<file path="config.mk">
export PLATFORM = sky130hd
export DESIGN_NAME = ascii_to_morse_tx_flat
export DESIGN_NICKNAME = d
export VERILOG_FILES = /design/src/rtl/ascii_to_morse_if.sv /design/src/rtl/ascii_to_morse_tx.sv /design/src/flat_wrapper.sv
export SDC_FILE = /design/constraint.sdc
export NUM_CORES = 1
export LEC_CHECK = 0
export ABC_AREA = 1
export CAP_MARGIN = 20
export CORE_ASPECT_RATIO = 0.7
export CORE_MARGIN = 5
export CORE_UTILIZATION = 65
export DETAILED_ROUTE_END_ITERATION = 6
export GPL_TIMING_DRIVEN = 1
export PLACE_DENSITY = 0.86
export SLEW_MARGIN = 5
export SYNTH_ARGS = -nofsm -noshare
export SYNTH_HDL_FRONTEND = slang
export SYNTH_SLANG_ARGS = --single-unit
</file>
<file path="constraint.sdc">
create_clock -name clk -period 6.62 [get_ports clk]
set_clock_uncertainty 0.05 [all_clocks]
set_input_delay 1.324 -clock clk [delete_from_list [all_inputs] [get_ports clk]]
set_output_delay 1.324 -clock clk [all_outputs]
set_load 0.1 [all_outputs]
</file>
<file path="src/rtl/ascii_to_morse_if.sv">
// Character handshake and key/status bundle between a character source and the Morse transmitter.
interface ascii_to_morse_if;
    logic [7:0] ascii_in;
    logic       char_valid;
    logic       char_ready;
    logic       morse_out;
    logic [9:0] code_out;
    logic       busy;
    logic       err;

    modport master (
        output ascii_in, char_valid,
        input  char_ready, morse_out, code_out, busy, err
    );

    modport slave (
        input  ascii_in, char_valid,
        output char_ready, morse_out, code_out, busy, err
    );
endinterface

</file>
<file path="src/rtl/ascii_to_morse_tx.sv">
// ASCII to Morse keyer: one character per handshake, keyed serially on morse_out with unit timing.
// Defining TONE_OUT_EN adds a square-wave tone_out that runs while the key is down.
module ascii_to_morse_tx #(
    parameter int UNIT_CYCLES = 12_500_000,
    parameter int CNT_W = $clog2(7 * UNIT_CYCLES + 1)
`ifdef TONE_OUT_EN
    , parameter int TONE_HALF_CYCLES = 25_000
`endif
) (
    input  logic            clk,
    input  logic            rst_n,
    ascii_to_morse_if.slave bus
`ifdef TONE_OUT_EN
    , output logic          tone_out
`endif
);

    // IDLE wait char | MARK key down | SGAP symbol gap | LGAP letter gap | WGAP word gap
    typedef enum logic [2:0] {IDLE, MARK, SGAP, LGAP, WGAP} state_t;

    localparam logic [CNT_W-1:0] ONE_U   = CNT_W'(UNIT_CYCLES - 1);
    localparam logic [CNT_W-1:0] THREE_U = CNT_W'(3 * UNIT_CYCLES - 1);
    localparam logic [CNT_W-1:0] SEVEN_U = CNT_W'(7 * UNIT_CYCLES - 1);

    state_t           state, state_nxt;
    logic [CNT_W-1:0] cnt, cnt_nxt;
    logic [9:0]       shreg, shreg_nxt, shifted, code_lut;
    logic [9:0]       code_q, code_nxt;
    logic             morse_q, morse_nxt;
    logic             err_q, err_nxt;

    function automatic logic [9:0] lookup(input logic [7:0] c);
        logic [7:0] u;
        u = (c >= 8'h61 && c <= 8'h7A) ? c - 8'h20 : c;
        case (u)
            8'h41: lookup = 10'b10_11_00_00_00;
            8'h42: lookup = 10'b11_10_10_10_00;
            8'h43: lookup = 10'b11_10_11_10_00;
            8'h44: lookup = 10'b11_10_10_00_00;
            8'h45: lookup = 10'b10_00_00_00_00;
            8'h46: lookup = 10'b10_10_11_10_00;
            8'h47: lookup = 10'b11_11_10_00_00;
            8'h48: lookup = 10'b10_10_10_10_00;
            8'h49: lookup = 10'b10_10_00_00_00;
            8'h4A: lookup = 10'b10_11_11_11_00;
            8'h4B: lookup = 10'b11_10_11_00_00;
            8'h4C: lookup = 10'b10_11_10_10_00;
            8'h4D: lookup = 10'b11_11_00_00_00;
            8'h4E: lookup = 10'b11_10_00_00_00;
            8'h4F: lookup = 10'b11_11_11_00_00;
            8'h50: lookup = 10'b10_11_11_10_00;
            8'h51: lookup = 10'b11_11_10_11_00;
            8'h52: lookup = 10'b10_11_10_00_00;
            8'h53: lookup = 10'b10_10_10_00_00;
            8'h54: lookup = 10'b11_00_00_00_00;
            8'h55: lookup = 10'b10_10_11_00_00;
            8'h56: lookup = 10'b10_10_10_11_00;
            8'h57: lookup = 10'b10_11_11_00_00;
            8'h58: lookup = 10'b11_10_10_11_00;
            8'h59: lookup = 10'b11_10_11_11_00;
            8'h5A: lookup = 10'b11_11_10_10_00;
            8'h30: lookup = 10'b11_11_11_11_11;
            8'h31: lookup = 10'b10_11_11_11_11;
            8'h32: lookup = 10'b10_10_11_11_11;
            8'h33: lookup = 10'b10_10_10_11_11;
            8'h34: lookup = 10'b10_10_10_10_11;
            8'h35: lookup = 10'b10_10_10_10_10;
            8'h36: lookup = 10'b11_10_10_10_10;
            8'h37: lookup = 10'b11_11_10_10_10;
            8'h38: lookup = 10'b11_11_11_10_10;
            8'h39: lookup = 10'b11_11_11_11_10;
            default: lookup = '0;
        endcase
    endfunction

    function automatic logic [CNT_W-1:0] sym_len(input logic [1:0] pair);
        sym_len = (pair == 2'b11) ? THREE_U : ONE_U;
    endfunction

    always_ff @(posedge clk or negedge rst_n) begin
        if (!rst_n) begin
            state   <= IDLE;
            cnt     <= '0;
            shreg   <= '0;
            code_q  <= '0;
            morse_q <= 1'b0;
            err_q   <= 1'b0;
        end else begin
            state   <= state_nxt;
            cnt     <= cnt_nxt;
            shreg   <= shreg_nxt;
            code_q  <= code_nxt;
            morse_q <= morse_nxt;
            err_q   <= err_nxt;
        end
    end

    always_comb begin
        code_lut  = lookup(bus.ascii_in);
        shifted   = {shreg[7:0], 2'b00};
        state_nxt = state;
        cnt_nxt   = cnt;
        shreg_nxt = shreg;
        code_nxt  = code_q;
        morse_nxt = morse_q;
        err_nxt   = 1'b0;
        case (state)
            IDLE: begin
                if (bus.char_valid) begin
                    if (bus.ascii_in == 8'h20) begin
                        state_nxt = WGAP;
                        cnt_nxt   = SEVEN_U;
                        code_nxt  = '0;
                    end else if (code_lut != '0) begin
                        state_nxt = MARK;
                        shreg_nxt = code_lut;
                        code_nxt  = code_lut;
                        morse_nxt = 1'b1;
                        cnt_nxt   = sym_len(code_lut[9:8]);
                    end else begin
                        err_nxt = 1'b1;
                    end
                end
            end
            MARK: begin
                if (cnt == '0) begin
                    shreg_nxt = shifted;
                    morse_nxt = 1'b0;
                    if (shifted[9:8] != 2'b00) begin
                        state_nxt = SGAP;
                        cnt_nxt   = ONE_U;
                    end else begin
                        state_nxt = LGAP;
                        cnt_nxt   = THREE_U;
                    end
                end else begin
                    cnt_nxt = cnt - CNT_W'(1);
                end
            end
            SGAP: begin
                if (cnt == '0) begin
                    state_nxt = MARK;
                    morse_nxt = 1'b1;
                    cnt_nxt   = sym_len(shreg[9:8]);
                end else begin
                    cnt_nxt = cnt - CNT_W'(1);
                end
            end
            LGAP, WGAP: begin
                if (cnt == '0) begin
                    state_nxt = IDLE;
                    code_nxt  = '0;
                end else begin
                    cnt_nxt = cnt - CNT_W'(1);
                end
            end
            default: begin
                state_nxt = IDLE;
                morse_nxt = 1'b0;
                code_nxt  = '0;
            end
        endcase
    end

    assign bus.char_ready = (state == IDLE);
    assign bus.busy       = (state != IDLE);
    assign bus.morse_out  = morse_q;
    assign bus.code_out   = code_q;
    assign bus.err        = err_q;

`ifdef TONE_OUT_EN
    localparam int TW = (TONE_HALF_CYCLES > 1) ? $clog2(TONE_HALF_CYCLES) : 1;

    logic [TW-1:0] tone_div;
    logic          tone_q;

    // Divider restarts on every mark so each tone burst begins with the same phase.
    always_ff @(posedge clk or negedge rst_n) begin
        if (!rst_n) begin
            tone_div <= '0;
            tone_q   <= 1'b0;
        end else if (!morse_q) begin
            tone_div <= '0;
            tone_q   <= 1'b0;
        end else if (tone_div == TW'(TONE_HALF_CYCLES - 1)) begin
            tone_div <= '0;
            tone_q   <= ~tone_q;
        end else begin
            tone_div <= tone_div + TW'(1);
        end
    end

    assign tone_out = tone_q;
`endif

endmodule

</file>
<file path="src/flat_wrapper.sv">
// flat-port wrapper written by rule: the top's interface ports become plain ports
module ascii_to_morse_tx_flat 
#(
    parameter int UNIT_CYCLES = 12_500_000,
    parameter int CNT_W = $clog2(7 * UNIT_CYCLES + 1)

)
  (clk, rst_n, bus_ascii_in, bus_char_valid, bus_char_ready, bus_morse_out, bus_code_out, bus_busy, bus_err);
  ascii_to_morse_if bus_i ();
  input  logic clk;
  input  logic rst_n;
  input wire logic [$bits(bus_i.ascii_in)-1:0] bus_ascii_in;
  input wire logic [$bits(bus_i.char_valid)-1:0] bus_char_valid;
  output wire logic [$bits(bus_i.char_ready)-1:0] bus_char_ready;
  output wire logic [$bits(bus_i.morse_out)-1:0] bus_morse_out;
  output wire logic [$bits(bus_i.code_out)-1:0] bus_code_out;
  output wire logic [$bits(bus_i.busy)-1:0] bus_busy;
  output wire logic [$bits(bus_i.err)-1:0] bus_err;
  assign bus_i.ascii_in = bus_ascii_in;
  assign bus_i.char_valid = bus_char_valid;
  assign bus_char_ready = bus_i.char_ready;
  assign bus_morse_out = bus_i.morse_out;
  assign bus_code_out = bus_i.code_out;
  assign bus_busy = bus_i.busy;
  assign bus_err = bus_i.err;
  ascii_to_morse_tx #(.UNIT_CYCLES(UNIT_CYCLES), .CNT_W(CNT_W)) u_core (.clk(clk), .rst_n(rst_n), .bus(bus_i));
endmodule
</file>
==> results of run 1 <==
kinds of logic (layout without fill, tap and decap cells):
kind of cell | after synthesis | count (layout) | synth area share (%)
AND/OR/NAND/NOR | 437 | 437 | 46.7
buffers and inverters | 93 | 104 | 9.07
flip-flops | 52 | 52 | 30.9
AO/OA/AOI/OAI | 48 | 48 | 6.19
XOR/XNOR | 20 | 20 | 4.17
adder cells (fa/ha/maj) | 10 | 10 | 2.98
sequential cells by signal (all words and copies together), names as in the netlist:
name	flops
u_core.bus.err	1
u_core.cnt	27
u_core.bus.morse_out	1
u_core.state	3
u_core.bus.code_out	10
u_core.shreg	10
metrics by stage:
| step | setup slack [ns] | cell area [um^2] |
|---|---|---|
| 6_report | 2.17 | 4520 |
| 3_5_place_dp | 1.92 | 4430 |
| 5_1_grt | 1.93 | 4520 |
| 3_3_place_gp | 1.97 | 4430 |
| 4_1_cts | 2.22 | 4520 |
| 2_1_floorplan | 2.56 | 4210 |
power groups by stage:
stage	Clock (uW)	Combinational, uW	Sequential [uW]
after floorplan	0	735	674
after global placement	0	1120	517
after detailed placement	0	1140	523
after CTS	184	1150	516
after global routing	200	1280	534
final	181	1170	521
Yosys cell counts, types with 3 or more instances:
master / instances / area, um^2
nand2_1: 233 / 875
nor2_1: 77 / 289
inv_1: 60 / 225
nand4_1: 54 / 338
dfrtp_1: 52 / 1300
nand3_1: 37 / 185
o21ai_0: 31 / 155
xor2_1: 17 / 149
ha_1: 10 / 125
inv_2: 10 / 37.5
nor3_1: 9 / 45.0
buf_2: 8 / 40.0
clkbuf_1: 8 / 30.0
a21oi_1: 7 / 35.0
o211ai_1: 6 / 45.0
nand2_2: 5 / 31.3
nand3_2: 4 / 40.0
nor2_2: 4 / 25.0
nand3b_1: 3 / 22.5
nor2_4: 3 / 33.8
nor4_1: 3 / 18.8
xnor2_1: 3 / 26.3
routing by layer:
layer / global-route usage, % / vias to the layer above / routed length, um
li1: - / 2153 / -
met5: 0 / - / 0
met3: 6.04 / 22 / 1440
met4: 5.17 / 0 / 119
met1: 45.3 / 2082 / 5470
met2: 39.1 / 314 / 4530
worst min-delay path by stage:
stage	slack (ns)	cells past startpoint	from	endpoint
after global routing	0.46	2	u_core.bus.code_out[0]	u_core.bus.code_out[0]
after CTS	0.43	2	u_core.bus.code_out[0]	u_core.bus.code_out[0]
after detailed placement	0.41	2	u_core.bus.code_out[0]	u_core.bus.code_out[0]
after floorplan	0.39	2	u_core.shreg[9]	u_core.shreg[9]
after global placement	0.40	2	u_core.cnt[26]	u_core.cnt[26]
final	0.43	2	u_core.bus.code_out[1]	u_core.bus.code_out[1]
critical path: cells and delay by family:
| family | cells | cell delay [ns] |
|---|---|---|
| buffers and inverters | 3 | 0.88 |
| AND/OR/NAND/NOR | 13 | 2.09 |
| adder cells (fa/ha/maj) | 1 | 0.26 |
layout make-up:
class	count	area (um^2)	share of cell area (%)
Multi-Input combinational cell	515	2520	55.8
Sequential cell	52	1300	28.8
Inverter	71	267	5.90
Timing Repair Buffer	25	243	5.37
Tap cell	78	97.6	2.16
Clock buffer	5	68.8	1.52
Clock inverter	3	18.8	0.415
==> out/qor.txt, run 1 <==
area of the die -> 8200 um^2
IR drop worst, VDD -> 0.477 mV
Tmin final -> 4.45 ns
GRT Total Usage -> 28.4%
most common cell after layout, fill and taps aside -> nand2_1
post-synth net total -> 681
pwr dens -> 415 nW/um^2
H-tree depth -> 2
slowest stage cell on the critical path -> clkdlybuf4s50_1
die width -> 106 um
Max-slew headroom -> 32.7%
first-pass GRT wire length -> 19.2 mm
Worst Setup End Kind -> flip-flop
IO Port Bufs -> 24
endpoints failing setup -> 0
outcome -> finished clean
R2R cell count -> 11
internal power -> 805 uW
Critical Path Fanout Max -> 42
drt wl/cell -> 15.4 um
R2R setup slack -> 3.37 ns
Synth cell types -> 32
vias in the first global route -> 3935
Core Footprint -> 6250 um^2
Pre-antenna DRT Iters -> 7
Yosys reg bits -> 52
pin count of the biggest net entering global routing -> 53
Syn Area/Cell -> 6.37 um^2
Die Height -> 77.3 um
worst setup path endpoint -> u_core.cnt[17]
Worst EP arrival -> 4.60 ns
Synthesis Warnings -> 0
DRC Markers -> 0
Worst path max stage delay -> 0.59 ns
combinational share of power -> 62.6%
DRC marker count from the first detailed-route iteration -> 638
CTS Root Cell -> clkbuf_8
EDFF count, synth -> 0
Setup Crit Path Kind -> primary input to flip-flop
Post-CTS Setup Bufs -> 0
Inserted Diodes -> 0
Vias -> 4571
Syn Inst Count -> 660
fillers -> 521
commonest cells after routing, fill and taps aside -> nand2_1 (233), nor2_1 (77), inv_1 (60), nand4_1 (54), dfrtp_1 (52)
Final period util -> 67.3%
FFs w/ async S/R, synth -> 100%
final design utilization -> 72.3%
Sw Ratio -> 57.1%
synthesis-to-finish area growth -> 7.44%
Highest Clock Rate -> 0.225 GHz
Sw Pwr -> 1070 uW
crit-path cells -> clkdlybuf4s50_1 > inv_1 > ha_1 > nand2_1 > nand3_1 > nor2_1 > nor2_2 > nor2_1 > nand2_1 > nand2_1 > nand3_1 > inv_2 > nor2_4 > nand3_4 > nand3_4 > nand2_1 > nand2_1
clock-pin slew on the worst setup and hold paths -> 0.09 ns
post-DP HPWL -> 8.45 mm
Skew-Pair Late Insertion Delay -> 0.31 ns
initial antenna violation count -> 0
crit path launch type -> primary input
routability congestion estimate -> 0.979
TritonCTS clock tree -> yes
Clock Power Share -> 9.7%
Post-Syn Area -> 4210 um^2
cts-stage hold buffer count -> 0
dpl cells -> 741
Clock Path Buffers -> 2
Critical Path Start -> bus_ascii_in[0]
R2R Path End -> u_core.shreg[7]
Critical Path Most Common Cell -> nand2_1
Final Hold Violating Endpoints -> 0
LEAKAGE -> 0.00238 uW
fin cells -> 749
launch point of the worst reg-to-reg path -> u_core.cnt[0]
post-synthesis sequential area ratio -> 30.9%
Max Cap Viol -> 0
Worst Max-Slew Pin Slew -> 1.01 ns
clk sinks -> 52
std cell rows -> 24
layout cell share with drive strength beyond 1 -> 6.11%
Nets -> 691
CTS resizes -> 0
Hold WS -> 0.426 ns
RSZ-0062 raised after global routing -> false
top_reg_cell synth -> dfrtp_1
I/O Pins -> 25
post-route setup TNS -> 0 ns
post-route antenna net violation count -> 0
initial core utilization -> 67.3%
Sequential Power Share -> 27.7%
Vias per Instance -> 6.10
Num CTS Buffers -> 5
final wirelength -> 11.6 mm
Slew Viols, Final -> 0
GRT overflow -> 0
HP Class -> flip-flop to flip-flop
CP required -> 6.77 ns
total power -> 1880 uW
Power figures use the tool's default switching activity.
==> inputs of run 2 (changes only) <==
--- a/config.mk
+++ b/config.mk
@@ -9,10 +9,10 @@
 export CAP_MARGIN = 20
 export CORE_ASPECT_RATIO = 0.7
 export CORE_MARGIN = 5
-export CORE_UTILIZATION = 65
+export CORE_UTILIZATION = 61
 export DETAILED_ROUTE_END_ITERATION = 6
 export GPL_TIMING_DRIVEN = 1
-export PLACE_DENSITY = 0.86
+export PLACE_DENSITY = 0.81
 export SLEW_MARGIN = 5
 export SYNTH_ARGS = -nofsm -noshare
 export SYNTH_HDL_FRONTEND = slang
==> constraint.sdc (replaced) <==
create_clock -name clk -period 4.5 [get_ports clk]
set_clock_uncertainty 0.05 [all_clocks]
set_input_delay 0.9 -clock clk [delete_from_list [all_inputs] [get_ports clk]]
set_output_delay 0.9 -clock clk [all_outputs]
set_load 0.1 [all_outputs]
==> out/qor.txt, run 2 (synthesis gave the netlist of run 1 again) <==
wire length on met2 -> 4.57 mm (+0.82%)
Num CTS Buffers -> 5 (unchanged)
clock-pin slew on the worst setup and hold paths -> 0.09 ns (about the same)
R2R setup slack -> 1.25 ns (-2.12 ns)
DR top layer -> met4
Worst Path Buf+Inv -> 3 (unchanged)
slowest stage cell on the critical path -> clkdlybuf4s50_1
Stages on worst setup path -> 17 (unchanged)
Critical Path Start -> bus_ascii_in[0]
final wirelength -> 11.4 mm (-0.98%)
first-pass GRT wire length -> 19.1 mm (-0.29%)
TritonCTS clock tree -> yes
R2R Path End -> u_core.cnt[16]
Worst path max stage delay -> 0.59 ns (about the same)
die width -> 109 um (+2.9%)
Final period util -> 84.3%
Vias -> 4376 (-4.3%)
Hold WS -> 0.428 ns (+0.00167 ns)
endpoints failing setup -> 0 (unchanged)
layout cell share with drive strength beyond 1 -> 6.39% (+0.28 points)
Critical Path Most Common Cell -> nand2_1
Sequential Power Share -> 27.8% (about the same)
Max Cap Viol -> 0 (unchanged)
synthesis-to-finish area growth -> 8.54%
commonest cells after routing, fill and taps aside -> nand2_1 (233), nor2_1 (77), inv_1 (60), nand4_1 (54), dfrtp_1 (52)
Sw Pwr -> 1560 uW (+45%)
crit path launch type -> primary input
IO Port Bufs -> 24 (unchanged)
Tmin final -> 3.79 ns
CTS resizes -> 0 (unchanged)
drt wl/cell -> 14.9 um (-3.3%)
std cell rows -> 25 (+4.2%)
H-tree depth -> 2 (unchanged)
GRT Total Usage -> 27.7% (-0.72 points)
Slew Viols, Final -> 0 (unchanged)
largest register by flop count -> u_core.cnt
outcome -> finished clean
Pre-antenna DRT Iters -> 5 (-2)
Post-CTS Setup Bufs -> 0 (unchanged)
Final Hold Violating Endpoints -> 0 (unchanged)
pin count of the biggest net entering global routing -> 53 (unchanged)
cell family with the largest share of critical-path delay -> simple AND/OR/NAND/NOR gates
flip-flop count of the largest register after layout -> 27 (unchanged)
Vias per Instance -> 5.71 (-6.5%)
Clock Path Buffers -> 2 (unchanged)
LEAKAGE -> 0.00239 uW (+0.56%)
R2R cell count -> 13 (+2)
initial antenna violation count -> 0 (unchanged)
post-DP HPWL -> 8.54 mm (+1.0%)
DRT met1 WL -> 5.45 mm (-0.33%)
met3 routed WL -> 1.37 mm (-4.8%)
area of the die -> 8680 um^2 (+5.8%)
final design utilization -> 67.9% (-4.5 points)
cts-stage hold buffer count -> 0 (unchanged)
HP Class -> flip-flop to flip-flop
crit-path cells -> clkdlybuf4s50_1 > inv_1 > ha_1 > nand2_1 > nand3_1 > nor2_1 > nor2_2 > nand2_1 > nand2_1 > inv_2 > nand3_1 > nand2_1 > nor2_4 > nand3_4 > nand3_4 > nand2_1 > nand2_1
Core Footprint -> 6730 um^2 (+7.7%)
DRC Markers -> 0 (unchanged)
Inserted Diodes -> 0 (unchanged)
Max-slew headroom -> 33.8% (+1.1 points)
initial core utilization -> 62.5% (-4.8 points)
launch point of the worst reg-to-reg path -> u_core.cnt[0]
Setup Crit Path Kind -> primary input to flip-flop
Highest Clock Rate -> 0.264 GHz
RSZ-0062 raised after global routing -> false
GRT overflow -> 0 (unchanged)
Critical Path Fanout Max -> 27 (-36%)
Sw Ratio -> 56.4% (-0.70 points)
IR drop worst, VDD -> 0.522 mV (+9.4%)
Clock Power Share -> 10.0% (+0.3 points)
Worst Setup End Kind -> flip-flop
post-route antenna net violation count -> 0 (unchanged)
vias in the first global route -> 3936 (+0.025%)
I/O Pins -> 25 (unchanged)
Die Height -> 79.5 um (+2.8%)
post-route setup TNS -> 0 ns (unchanged)
clk sinks -> 52 (unchanged)
routability congestion estimate -> 1.02 (+3.8%)
Nets -> 694 (+0.43%)
pwr dens -> 604 nW/um^2 (+45%)
DRC marker count from the first detailed-route iteration -> 525 (-18%)
worst setup path endpoint -> u_core.cnt[6]
internal power -> 1200 uW (+49%)
Skew-Pair Late Insertion Delay -> 0.31 ns (about the same)
CTS Root Cell -> clkbuf_8
most common cell after layout, fill and taps aside -> nand2_1
combinational share of power -> 62.2% (-0.4 points)
Worst EP arrival -> 3.94 ns (-0.66 ns)
CP required -> 4.65 ns (-2.12 ns)
Worst Max-Slew Pin Slew -> 0.989 ns (-0.0166 ns)
==> run 2: worst min-delay path by stage <==
stage	startpoint	to	cells past startpoint
final	u_core.bus.code_out[9]	u_core.bus.code_out[9]	2
after global routing	u_core.bus.code_out[2]	u_core.bus.code_out[2]	2
after CTS	u_core.cnt[1]	u_core.cnt[1]	2
after detailed placement	u_core.shreg[3]	u_core.shreg[3]	2
after global placement	u_core.cnt[1]	u_core.cnt[1]	2
after floorplan	u_core.shreg[9]	u_core.shreg[9]	2
==> run 2: routing by layer <==
metal	GRT usage (%)	vias up
met1	43.0	1994
met3	7.68	12
met4	4.86	0
li1	-	2151
met5	0	-
met2	38.2	219
==> run 2: through the flow <==
stage                     setup slack, ns  std cells  power [uW]  area (um^2)
final                               0.709        767        2760         4560
after global routing                0.421        767        2990         4560
after floorplan                     0.578        660        2070         4210
after CTS                           0.760        767        2740         4560
after global placement              0.498        760        2430         4470
after detailed placement            0.432        760        2450         4470
==> run 2: layout make-up <==
| type | count | area (um^2) |
|---|---|---|
| Tap cell | 94 | 118 |
| Clock inverter | 1 | 8.76 |
| Timing Repair Buffer | 28 | 265 |
| Fill cell | 596 | 2160 |
| Multi-Input combinational cell | 515 | 2520 |
| Sequential cell | 52 | 1300 |
| Inverter | 71 | 267 |
| Clock buffer | 6 | 82.6 |
==> run 2: power groups by stage <==
| stage | Combinational (uW) | Clock, uW | Sequential (uW) |
|---|---|---|---|
| final | 1710 | 275 | 767 |
| after global routing | 1900 | 308 | 785 |
| after CTS | 1690 | 284 | 760 |
| after detailed placement | 1680 | 0 | 769 |
| after global placement | 1660 | 0 | 768 |
| after floorplan | 1080 | 0 | 991 |
==> run 2: worst register-to-register path: stages, from the launching register on <==
cell and delay [ns]:
dfrtp_1 0.38, inv_1 0.07, ha_1 0.25, nand2_1 0.10, nor2_1 0.07, nand2_1 0.21, nor2_1 0.11, nand2_1 0.28
o21ai_0 0.22, nand2_1 0.43, clkinv_1 0.47, o21ai_0 0.32, nand4_1 0.12, nand2_1 0.10
